[config.mk]
export PLATFORM = sky130hd
export DESIGN_NAME = fwd_ctrl
export DESIGN_NICKNAME = d
export VERILOG_FILES = /design/src/rtl/fwd_ctrl.sv
export SDC_FILE = /design/constraint.sdc
export NUM_CORES = 1
export LEC_CHECK = 0
export BUFFER_PORTS_ARGS = -buffer_cell sky130_fd_sc_hd__buf_4
export CORE_ASPECT_RATIO = 1.1
export CORE_UTILIZATION = 40
export DETAILED_ROUTE_END_ITERATION = 12
export HOLD_SLACK_MARGIN = 0.06
export MAX_ROUTING_LAYER = met4
export PLACE_DENSITY_LB_ADDON = 0.08
export REMOVE_ABC_BUFFERS = 1
export SYNTH_ARGS = -nofsm -noshare
export SYNTH_HDL_FRONTEND = slang
export SYNTH_SLANG_ARGS = --single-unit
export TNS_END_PERCENT = 1
[constraint.sdc]
create_clock -name clk -period 1.42 [get_ports clk]
set_clock_uncertainty 0.05 [all_clocks]
set_input_delay 0.355 -clock clk [delete_from_list [all_inputs] [get_ports clk]]
set_output_delay 0.355 -clock clk [all_outputs]
set_load 0.02 [all_outputs]
[src/rtl/fwd_ctrl.sv]
// Distance-1 operand-forwarding controller for a 3-stage (IF/D, X, WB) RISC-V pipeline.
// Decodes the instruction leaving decode and registers mux selects for its stay in X.
module fwd_ctrl (
  input  logic        clk,
  input  logic        rst,
  input  logic [31:0] inst_d,
  input  logic        valid_d,
  input  logic        stall,
  input  logic        flush,
  output logic [1:0]  a_sel,
  output logic [1:0]  b_sel,
  output logic [1:0]  rs1_fwd,
  output logic [1:0]  rs2_fwd,
  output logic        x_valid
);

  localparam logic [6:0] OP_R      = 7'b0110011;
  localparam logic [6:0] OP_IALU   = 7'b0010011;
  localparam logic [6:0] OP_LOAD   = 7'b0000011;
  localparam logic [6:0] OP_STORE  = 7'b0100011;
  localparam logic [6:0] OP_BRANCH = 7'b1100011;
  localparam logic [6:0] OP_JALR   = 7'b1100111;
  localparam logic [6:0] OP_JAL    = 7'b1101111;
  localparam logic [6:0] OP_LUI    = 7'b0110111;
  localparam logic [6:0] OP_AUIPC  = 7'b0010111;

  logic [4:0] x_rd;
  logic       x_wen;
  logic       x_load;

  logic       legal, uses_rs1, uses_rs2, writes_rd, is_load, pc_a, imm_b;
  logic       eff_valid;
  logic [4:0] rs1, rs2, rd;
  logic [1:0] fwd1, fwd2;
  logic [1:0] a_sel_n, b_sel_n, rs1_fwd_n, rs2_fwd_n;

  assign rs1 = inst_d[19:15];
  assign rs2 = inst_d[24:20];
  assign rd  = inst_d[11:7];

  always_comb begin
    legal     = 1'b1;
    uses_rs1  = 1'b0;
    uses_rs2  = 1'b0;
    writes_rd = 1'b0;
    is_load   = 1'b0;
    pc_a      = 1'b0;
    imm_b     = 1'b1;
    unique case (inst_d[6:0])
      OP_R:      begin uses_rs1 = 1'b1; uses_rs2 = 1'b1; writes_rd = 1'b1; imm_b = 1'b0; end
      OP_IALU:   begin uses_rs1 = 1'b1; writes_rd = 1'b1; end
      OP_LOAD:   begin uses_rs1 = 1'b1; writes_rd = 1'b1; is_load = 1'b1; end
      OP_STORE:  begin uses_rs1 = 1'b1; uses_rs2 = 1'b1; end
      OP_BRANCH: begin uses_rs1 = 1'b1; uses_rs2 = 1'b1; pc_a = 1'b1; end
      OP_JALR:   begin uses_rs1 = 1'b1; writes_rd = 1'b1; end
      OP_JAL:    begin writes_rd = 1'b1; pc_a = 1'b1; end
      OP_LUI:    writes_rd = 1'b1;
      OP_AUIPC:  begin writes_rd = 1'b1; pc_a = 1'b1; end
      default:   legal = 1'b0;
    endcase
  end

  // Flushed, invalid and unrecognised instructions all enter X as bubbles.
  assign eff_valid = valid_d && legal && !flush;

  always_comb begin
    fwd1 = 2'd0;
    fwd2 = 2'd0;
    if (x_valid && x_wen && (x_rd != 5'd0) && (x_rd == rs1))
      fwd1 = x_load ? 2'd3 : 2'd2;
    if (x_valid && x_wen && (x_rd != 5'd0) && (x_rd == rs2))
      fwd2 = x_load ? 2'd3 : 2'd2;
  end

  always_comb begin
    a_sel_n   = 2'd0;
    b_sel_n   = 2'd0;
    rs1_fwd_n = 2'd0;
    rs2_fwd_n = 2'd0;
    if (eff_valid) begin
      if (pc_a)          a_sel_n = 2'd1;
      else if (uses_rs1) a_sel_n = fwd1;
      if (imm_b)         b_sel_n = 2'd1;
      else if (uses_rs2) b_sel_n = fwd2;
      if (uses_rs1) rs1_fwd_n = fwd1;
      if (uses_rs2) rs2_fwd_n = fwd2;
    end
  end

  // A flush kills X even while stalled; otherwise a stall freezes everything.
  always_ff @(posedge clk) begin
    if (rst) begin
      x_valid <= 1'b0;
      x_wen   <= 1'b0;
      x_load  <= 1'b0;
      x_rd    <= 5'd0;
      a_sel   <= 2'd0;
      b_sel   <= 2'd0;
      rs1_fwd <= 2'd0;
      rs2_fwd <= 2'd0;
    end else if (flush || !stall) begin
      x_valid <= eff_valid;
      x_wen   <= eff_valid && writes_rd;
      x_load  <= eff_valid && is_load;
      x_rd    <= eff_valid ? rd : 5'd0;
      a_sel   <= a_sel_n;
      b_sel   <= b_sel_n;
      rs1_fwd <= rs1_fwd_n;
      rs2_fwd <= rs2_fwd_n;
    end
  end

endmodule
# Word-level counts from Yosys, hierarchy flattened
# Cells that the tools add are included.
# totals
reg_bits	16
in_bits	37
out_inout_bits	9
word_cells	54
# classes
eq_ne	11
n_mux	18
n_reduce_logical	17
# op_table
operator	count
7-bit by 6-bit == test with 1-bit output (second input constant)	3
7-bit == test (second input constant)	3
2-bit two-way mux	10
7-bit by 5-bit == test with 1-bit output (second input constant)	2
5-bit == test	2
9-bit OR reduction	1
1-bit logical AND	8
7-bit by 2-bit == test with 1-bit output (second input constant)	1
1-bit two-way mux	7
7-bit OR reduction	1
3-bit OR reduction	2
6-bit OR reduction	1
5-bit two-way mux	1
5-bit nonzero test	1
1-bit zero test	2
1-bit logical OR	1

# Longest topological paths before layout
# Gate-level depths: netlist (run 1).
# depth
word_depth	7
ltp_mapped	6

# Worst setup path after synthesis (run 1)
# No wires, ideal clock.
# synth_path
path_type	input -> register
start	input port flush
end	register x_wen
arrival_ps	1348
required_time_ps	1310
path_slack_ps	-38
stages	5
path_cell_list	or3b_4 -> nor3_4 -> and2_1 -> buf_6 -> a32o_1
# synth_between
elab_chain_len	3
elab_cells_between_ends	4
cone_classes	4 x reduce/logical
# synth_rtl
element	line_no	source
start, declared	9	input logic flush,
1-bit zero test	64	assign eff_valid = valid_d && legal && !flush;
1-bit logical AND	64	
1-bit logical AND	103	x_wen <= eff_valid && writes_rd;
end signal, assigned	103	
end, declared	28	logic x_wen;
# Parallel ways exist; a longest one is shown, timed or not.
# A chain may end at the register's enable or synchronous reset.

# Worst setup path after layout (run 1)
# layout_path
start	register x_rd[0]
end	register rs1_fwd[0]
# layout_between
elab_chain_len	6
elab_cells_between_ends	7
cone_classes	1 x eq/ne; 3 x mux; 3 x reduce/logical
# layout_rtl
element	line_no	source
start, declared	27	logic [4:0] x_rd;
start signal, assigned	105	x_rd <= eff_valid ? rd : 5'd0;
5-bit nonzero test	69	if (x_valid && x_wen && (x_rd != 5'd0) && (x_rd == rs1))
1-bit logical AND	69	
1-bit logical AND (*)	69	
2-bit two-way mux (*)	69	
2-bit two-way mux (*)	85	if (uses_rs1) rs1_fwd_n = fwd1;
2-bit two-way mux (*)	80	if (eff_valid) begin
end signal, assigned	108	rs1_fwd <= rs1_fwd_n;
end, declared	12	output logic [1:0] rs1_fwd,
# Every way passes the cells marked *; elsewhere a longest branch is shown, timed or not.

==> summary.txt, run 1 <==
Placed design
  • Placement Cell Area: 1340 um^2
  • # port buffers: 35
  • Routability cong.: 0.756
  • Hpwl dp: 1880 um
  • Dpl cells: 179

Logic synthesis
  • Yosys warning count: 0
  • Simple-gate share of the synthesized area: 0.261
  • Largest family of logic cells by synthesized area: simple AND/OR/NAND/NOR gates
  • Adder-cell area share of the yosys netlist: 0
  • Post-synth top cells: 16 x dfxtp_1, 12 x nand2_1, 9 x xor2_1, 6 x a22o_1
  • Distinct cell type count after synthesis: 37
  • Post-synthesis register bit count: 16
  • Synth Area in Compound Gates: 0.235
  • Mapped cell area: 916 um^2
  • Post-synthesis mux area share: 0
  • Gate Count Post-Synth: 98
  • Synth top area cells: dfxtp_1 35%, xor2_1 8.6%, a22o_1 5.7%, nand2_1 4.9%, buf_6 3.7%
  • Most common cell in the synthesized netlist: dfxtp_1
  • Asr flop ratio synth: 0
  • Post-synth EDFFs: 0
  • Xor/xnor share of the synthesized area: 0.105
  • Top-area cell type share of the netlist area: 0.350
  • Most used DFF post-synth: dfxtp_1
  • Yosys top cell by area: dfxtp_1
  • Seq/Total Area, Yosys: 0.350
  • Syn_area_per_cell: 9.35 um^2

STA
  • Slew Limit Fails: 0
  • Setup TNS Final: -130 ps
  • Setup WS post-layout: -46.9 ps
  • Worst-margin pin slew: 319 ps
  • Final Cycle Share: 1.03
  • Fmax: 682 MHz
  • Final min period: 1470 ps
  • RSZ-0062 raised after global routing: true
  • Final count of hold timing violations: 0
  • # setup viols final: 3
  • Relative slew slack: 0.787

Worst setup path
  • Slowest library cell on the worst path: dfxtp_1
  • Slowest stage delay, CP: 430 ps
  • Reg-to-reg slack, setup: -50 ps
  • Worst r2r dst: rs1_fwd[0]
  • Crit-path cells: nor4_4, buf_4, a211oi_2, nand4_1, buf_4, o21ai_2
  • Crit path required time: 1610 ps
  • Crit Path Class: register to register
  • Crit path top cell by count: buf_4
  • R2R depth: 6
  • CP delay by family, top: flip-flops
  • Crit path launch type: register
  • Kind of end point of the critical path: register
  • CP Data Arrival Time: 1650 ps
  • R2r startpoint: x_rd[0]
  • Crit-path max FO: 3
  • Crit path buf inv count: 2

Cells and area
  • Fin area: 1480 um^2
  • Diodes inserted: 0
  • Synthesis-to-layout area growth: 61.5%
  • Post-Layout Cell Count: 184
  • # fillers: 173
  • Share of cells above drive strength 1: 0.526
  • Final net count: 194

Outcome
  • Failing checks: setup timing
  • Status: finished, violations left

Worst hold path
  • Hold Startpoint: inst_d[7]
  • Hold Path Class: primary input to register
  • Hold Path Depth: 2
  • WHS Endpoint: x_rd[0]

Global route
  • Initial antenna violation count: 0
  • Vias in the first global route: 874
  • Total track usage: 0.216
  • GRT overflow: 0
  • Largest net degree at the start of global routing: 10
  • Global-route wire length before repair: 3660 um

Clock network
  • Htree depth: 1
  • Skew-Pair Late Insertion Delay: 290 ps
  • Clock tree buffer depth: 2
  • CTS sink cnt: 16
  • Total CTS buffers: 3
  • Post-cts hold buffer count: 0
  • Clock transition at path regs: 100 ps
  • Root buffer cell: clkbuf_4
  • CTS tree: built

Floorplan
  • Die H: 52.2 um
  • FP Rows: 17
  • Die width: 47.6 um
  • Initial Util: 0.439
  • Placeable Area: 2080 um^2
  • Ports: 46
  • Die ar.: 2490 um^2

Route
  • WL/cell: 13.9 um
  • DR vias: 941
  • Initial DRC Count: 11
  • Post-Route WL: 2550 um
  • Post-DRT Antenna Nets: 0
  • Vias per Instance: 5.11
  • DRT Pass-1 Iters: 4
  • Drt drc: 0

Job
  • MaxCap Viol Count: 0

Power and ir drop
  • Final Power: 0.930 mW
  • VDD IR max: 0.490 mV
  • Leak: 0.646 nW
  • PwrDens: 629 nW/um^2
[registers in the layout, indices dropped and copies added (netlist names)]
register / cells
rs1_fwd: 2
x_load: 1
a_sel: 2
x_wen: 1
b_sel: 2
x_rd: 5
x_valid: 1
rs2_fwd: 2
[how the worst max path moves through the flow]
stage	start	endpoint	slack, ps	depth (start not counted)
floorplan	flush	x_wen	-50	4
global placement	flush	x_wen	-270	5
detailed placement	flush	b_sel[0]	-280	5
CTS	x_rd[4]	rs1_fwd[0]	-30	5
global route	x_rd[3]	rs2_fwd[0]	-90	4
finish	x_rd[0]	rs1_fwd[0]	-50	6
[through the flow]
stage	hold WS [ps]	util	setup slack (ps)
5_1_grt	230	0.709	-91.5
2_1_floorplan	374	-	-51.3
4_1_cts	227	0.688	-32.9
3_5_place_dp	392	0.642	-280
3_3_place_gp	387	0.642	-265
6_report	229	0.709	-46.9
[layout by cell type, fill, tap and decap left out, drive strengths merged]
cell type	netlist	routed
and2	2	2
and2b	1	1
nor2b	3	3
a32o	3	3
a21o	1	1
or3b	1	1
nand3	1	1
o31ai	1	1
nand2	12	12
dfxtp	16	16
o21ai	4	4
a21oi	4	4
nor3	3	3
a21boi	1	1
a41o	1	1
buf	3	57
inv	3	3
nand3b	2	2
nand2b	1	1
nor2	4	4
xor2	9	9
o2bb2ai	2	2
clkbuf	0	4
a221oi	1	1
nor4b	1	1
and4b	1	1
a211oi	3	3
nand4	2	2
nand4b	1	1
or2	1	1
xnor2	2	2
nor4	2	2
a22o	6	6
[area by class of cell]
type	instances	area [um^2]	area share
Inverter	3	11.3	0.00761
Sequential cell	16	330	0.223
Tap cell	28	35.0	0.0237
Multi-Input combinational cell	76	638	0.431
Clock buffer	4	36.3	0.0245
Timing Repair Buffer	57	428	0.289
[routing by layer]
metal | routed length [um] | part of all wire | up-vias | GRT usage
met5 | 0 | 0 | - | -
li1 | - | - | 476 | -
met4 | 44 | 0.017 | 0 | 0.0833
met1 | 1070 | 0.42 | 437 | 0.253
met3 | 81 | 0.032 | 6 | 0.0345
met2 | 1360 | 0.53 | 22 | 0.363
[logic make-up after synthesis]
kind of cell,Yosys count
AND/OR/NAND/NOR,38
XOR/XNOR,11
flip-flops,16
AO/OA/AOI/OAI,27
buffers and inverters,6
[worst reg2reg max path, cell delays in order, from the launching register on]
cell	delay, ps
dfxtp_1	430
nor4_4	70
buf_4	140
a211oi_2	260
nand4_1	200
buf_4	180
o21ai_2	90
[power by group]
part | internal (mW) | leakage, nW | switching (mW) | total (mW)
Clock | 0.156 | 0.0210 | 0.151 | 0.307
Combinational | 0.0996 | 0.494 | 0.0768 | 0.176
Sequential | 0.445 | 0.131 | 0.000906 | 0.446
[what timing repair did]
action / 4_1_cts / 5_1_grt
gates cloned: 0 / 0
resized for setup: 12 / 8
buffers inserted: 0 / 1
pin swaps: 4 / 6
setup endpoints to repair: 5 / 11
Power figures use the tool's default switching activity.
==> run 2, diff against run 1 <==
--- a/config.mk
+++ b/config.mk
@@ -7,6 +7,7 @@
 export LEC_CHECK = 0
 export BUFFER_PORTS_ARGS = -buffer_cell sky130_fd_sc_hd__buf_4
 export CORE_ASPECT_RATIO = 1.1
+export CORE_MARGIN = 2
 export CORE_UTILIZATION = 40
 export DETAILED_ROUTE_END_ITERATION = 12
 export HOLD_SLACK_MARGIN = 0.06
==> summary.txt, run 2 (synthesis gave the netlist of run 1 again) <==
Outcome
  • Status: finished, violations left
  • Failing checks: setup timing

Power and ir drop
  • Switch share: 0.248 (+0.00181)
  • Leak: 0.669 nW (+3.5%)
  • Internal power: 0.700 mW (-0.21%)
  • PwrDens: 622 nW/um^2 (-0.97%)
  • Net Switching: 0.230 mW (+0.77%)
  • Logic pwr share: 0.184 (-0.006)
  • Final Power: 0.930 mW (about the same)
  • Clock power share: 0.336 (+0.006)
  • Reg power frac: 0.480 (about the same)
  • VDD IR max: 0.353 mV (-28%)

Cells and area
  • Synthesis-to-layout area growth: 63.1%
  • Final net count: 199 (+2.6%)
  • Commonest non-fill, non-tap cell in the layout: buf_4
  • Share of cells above drive strength 1: 0.540 (+0.0147)
  • Area of the multi-input gates: 612 um^2 (-4.1%)
  • Diodes inserted: 0 (unchanged)
  • Biggest register: x_rd
  • # fillers: 210 (+21%)
  • Max reg flops: 5 (unchanged)
  • Sequential cell area: 332 um^2 (+0.38%)
  • Highest-count cells in the layout ignoring fill and taps: 62 x buf_4, 12 x nand2_1, 11 x dfxtp_1
  • Util after Layout: 0.677 (-0.0326)

STA
  • # setup viols final: 3 (unchanged)
  • Setup WS post-layout: -44.7 ps (+2.22 ps)
  • RSZ-0062 raised after global routing: true
  • Final Cycle Share: 1.03 (-0.00157)
  • Setup TNS Final: -98.4 ps (+31.5 ps)
  • Relative slew slack: 0.790 (+0.00307)
  • Worst-margin pin slew: 311 ps (-7.90 ps)
  • Fin Hold WS: 228 ps (-1.11 ps)
  • Slew Limit Fails: 0 (unchanged)
  • Fmax: 683 MHz (+0.15%)
  • Final count of hold timing violations: 0 (unchanged)
  • Final min period: 1460 ps (-2.22 ps)

Global route
  • Vias in the first global route: 888 (+1.6%)
  • Initial antenna violation count: 0 (unchanged)
  • Total track usage: 0.199 (-0.0170)
  • Largest net degree at the start of global routing: 10 (unchanged)
  • GRT overflow: 0 (unchanged)
  • Global-route wire length before repair: 3870 um (+5.8%)

Worst setup path
  • Crit path launch type: register
  • CP Data Arrival Time: 1600 ps (-50 ps)
  • Kind of end point of the critical path: register
  • Crit Path Class: register to register
  • Crit-path max FO: 3 (unchanged)
  • Crit path required time: 1560 ps (-50 ps)

Route
  • Post-Route WL: 2540 um (-0.31%)
  • Routed wl met3: 78 um (-3.7%)
  • Drt drc: 0 (unchanged)
  • Initial DRC Count: 18 (+7)
  • Routed wl met2: 1300 um (-4.2%)
  • DRT Pass-1 Iters: 4 (unchanged)
  • DR top layer: met4
  • Vias per Instance: 5.03 (-1.6%)
  • DR vias: 961 (+2.1%)
  • WL/cell: 13.3 um (-4.0%)
  • Wl on met1: 1120 um (+5.1%)
  • Post-DRT Antenna Nets: 0 (unchanged)

Worst hold path
  • Hold Path Class: primary input to register

Floorplan
  • Die H: 54.2 um (+3.8%)
  • Ports: 46 (unchanged)
  • Die ar.: 2690 um^2 (+8.2%)
  • Die width: 49.6 um (+4.2%)
  • FP Rows: 18 (+1)
  • Placeable Area: 2210 um^2 (+5.9%)
  • Initial Util: 0.415 (-0.0244)

Clock network
  • Root buffer cell: clkbuf_4
  • Clock tree buffer depth: 2 (unchanged)
  • Skew-Pair Late Insertion Delay: 290 ps (about the same)
  • Post-cts hold buffer count: 0 (unchanged)
  • Clock transition at path regs: 100 ps (about the same)
  • CTS tree: built
  • Total CTS buffers: 3 (unchanged)
  • Htree depth: 1 (unchanged)
  • CTS sink cnt: 16 (unchanged)

Placed design
  • Hpwl dp: 1960 um (+4.1%)
  • Routability cong.: 0.801 (+6.0%)
  • # port buffers: 35 (unchanged)

Job
  • MaxCap Viol Count: 0 (unchanged)
## run 2: area by class of cell
| cell class | instances | area share |
|---|---|---|
| timing repair buffer | 62 | 0.312 |
| tap | 30 | 0.0251 |
| inverter | 3 | 0.00754 |
| multi-input combinational | 76 | 0.410 |
| clock buffer | 4 | 0.0243 |
| sequential | 16 | 0.222 |
## run 2: power groups by stage
| stage | logic [mW] | clock network [mW] | registers [mW] |
|---|---|---|---|
| 3_3_place_gp | 0.156 | 0 | 0.460 |
| 4_1_cts | 0.163 | 0.310 | 0.448 |
| 6_report | 0.171 | 0.313 | 0.446 |
| 2_1_floorplan | 0.0538 | 0 | 0.460 |
| 3_5_place_dp | 0.159 | 0 | 0.460 |
| 5_1_grt | 0.186 | 0.327 | 0.446 |
## run 2: final timing paths
| kind | startpoint | end | slack [ps] | cells after the start |
|---|---|---|---|---|
| worst min-delay path | inst_d[10] | x_rd[3] | 230 | 2 |
| worst max register to register | x_rd[1] | rs2_fwd[0] | -40 | 4 |
| worst max-delay path | x_rd[1] | rs2_fwd[0] | -40 | 4 |
| worst min register to register | rs1_fwd[0] | rs1_fwd[0] | 400 | 2 |
## run 2: timing repair
| item | 4_1_cts | 5_1_grt |
|---|---|---|
| gates resized for setup | 6 | 12 |
| pin swaps | 5 | 5 |
| buffers inserted | 4 | 1 |
| setup endpoints to repair | 5 | 11 |
## run 2: per-layer routing
metal | up-vias | global-route usage
met5 | - | -
met4 | 0 | 0.0787
met3 | 5 | 0.0194
met2 | 26 | 0.364
met1 | 443 | 0.227
li1 | 487 | -
## run 2: critical path, cell delays in order, from the launching register on
cell     delay [ps]
dfxtp_2         370
nor4_4          350
a21oi_2         110
and4b_1         230
a32o_1          260
## run 2: metrics by stage
| stage | setup WS [ps] | cells | area, um^2 |
|---|---|---|---|
| floorplan | -51.3 | 95 | 882 |
| global placement | -265 | 182 | 1350 |
| detailed placement | -276 | 182 | 1350 |
| CTS | -66.6 | 190 | 1430 |
| global route | -126 | 191 | 1490 |
| finish | -44.7 | 191 | 1490 |
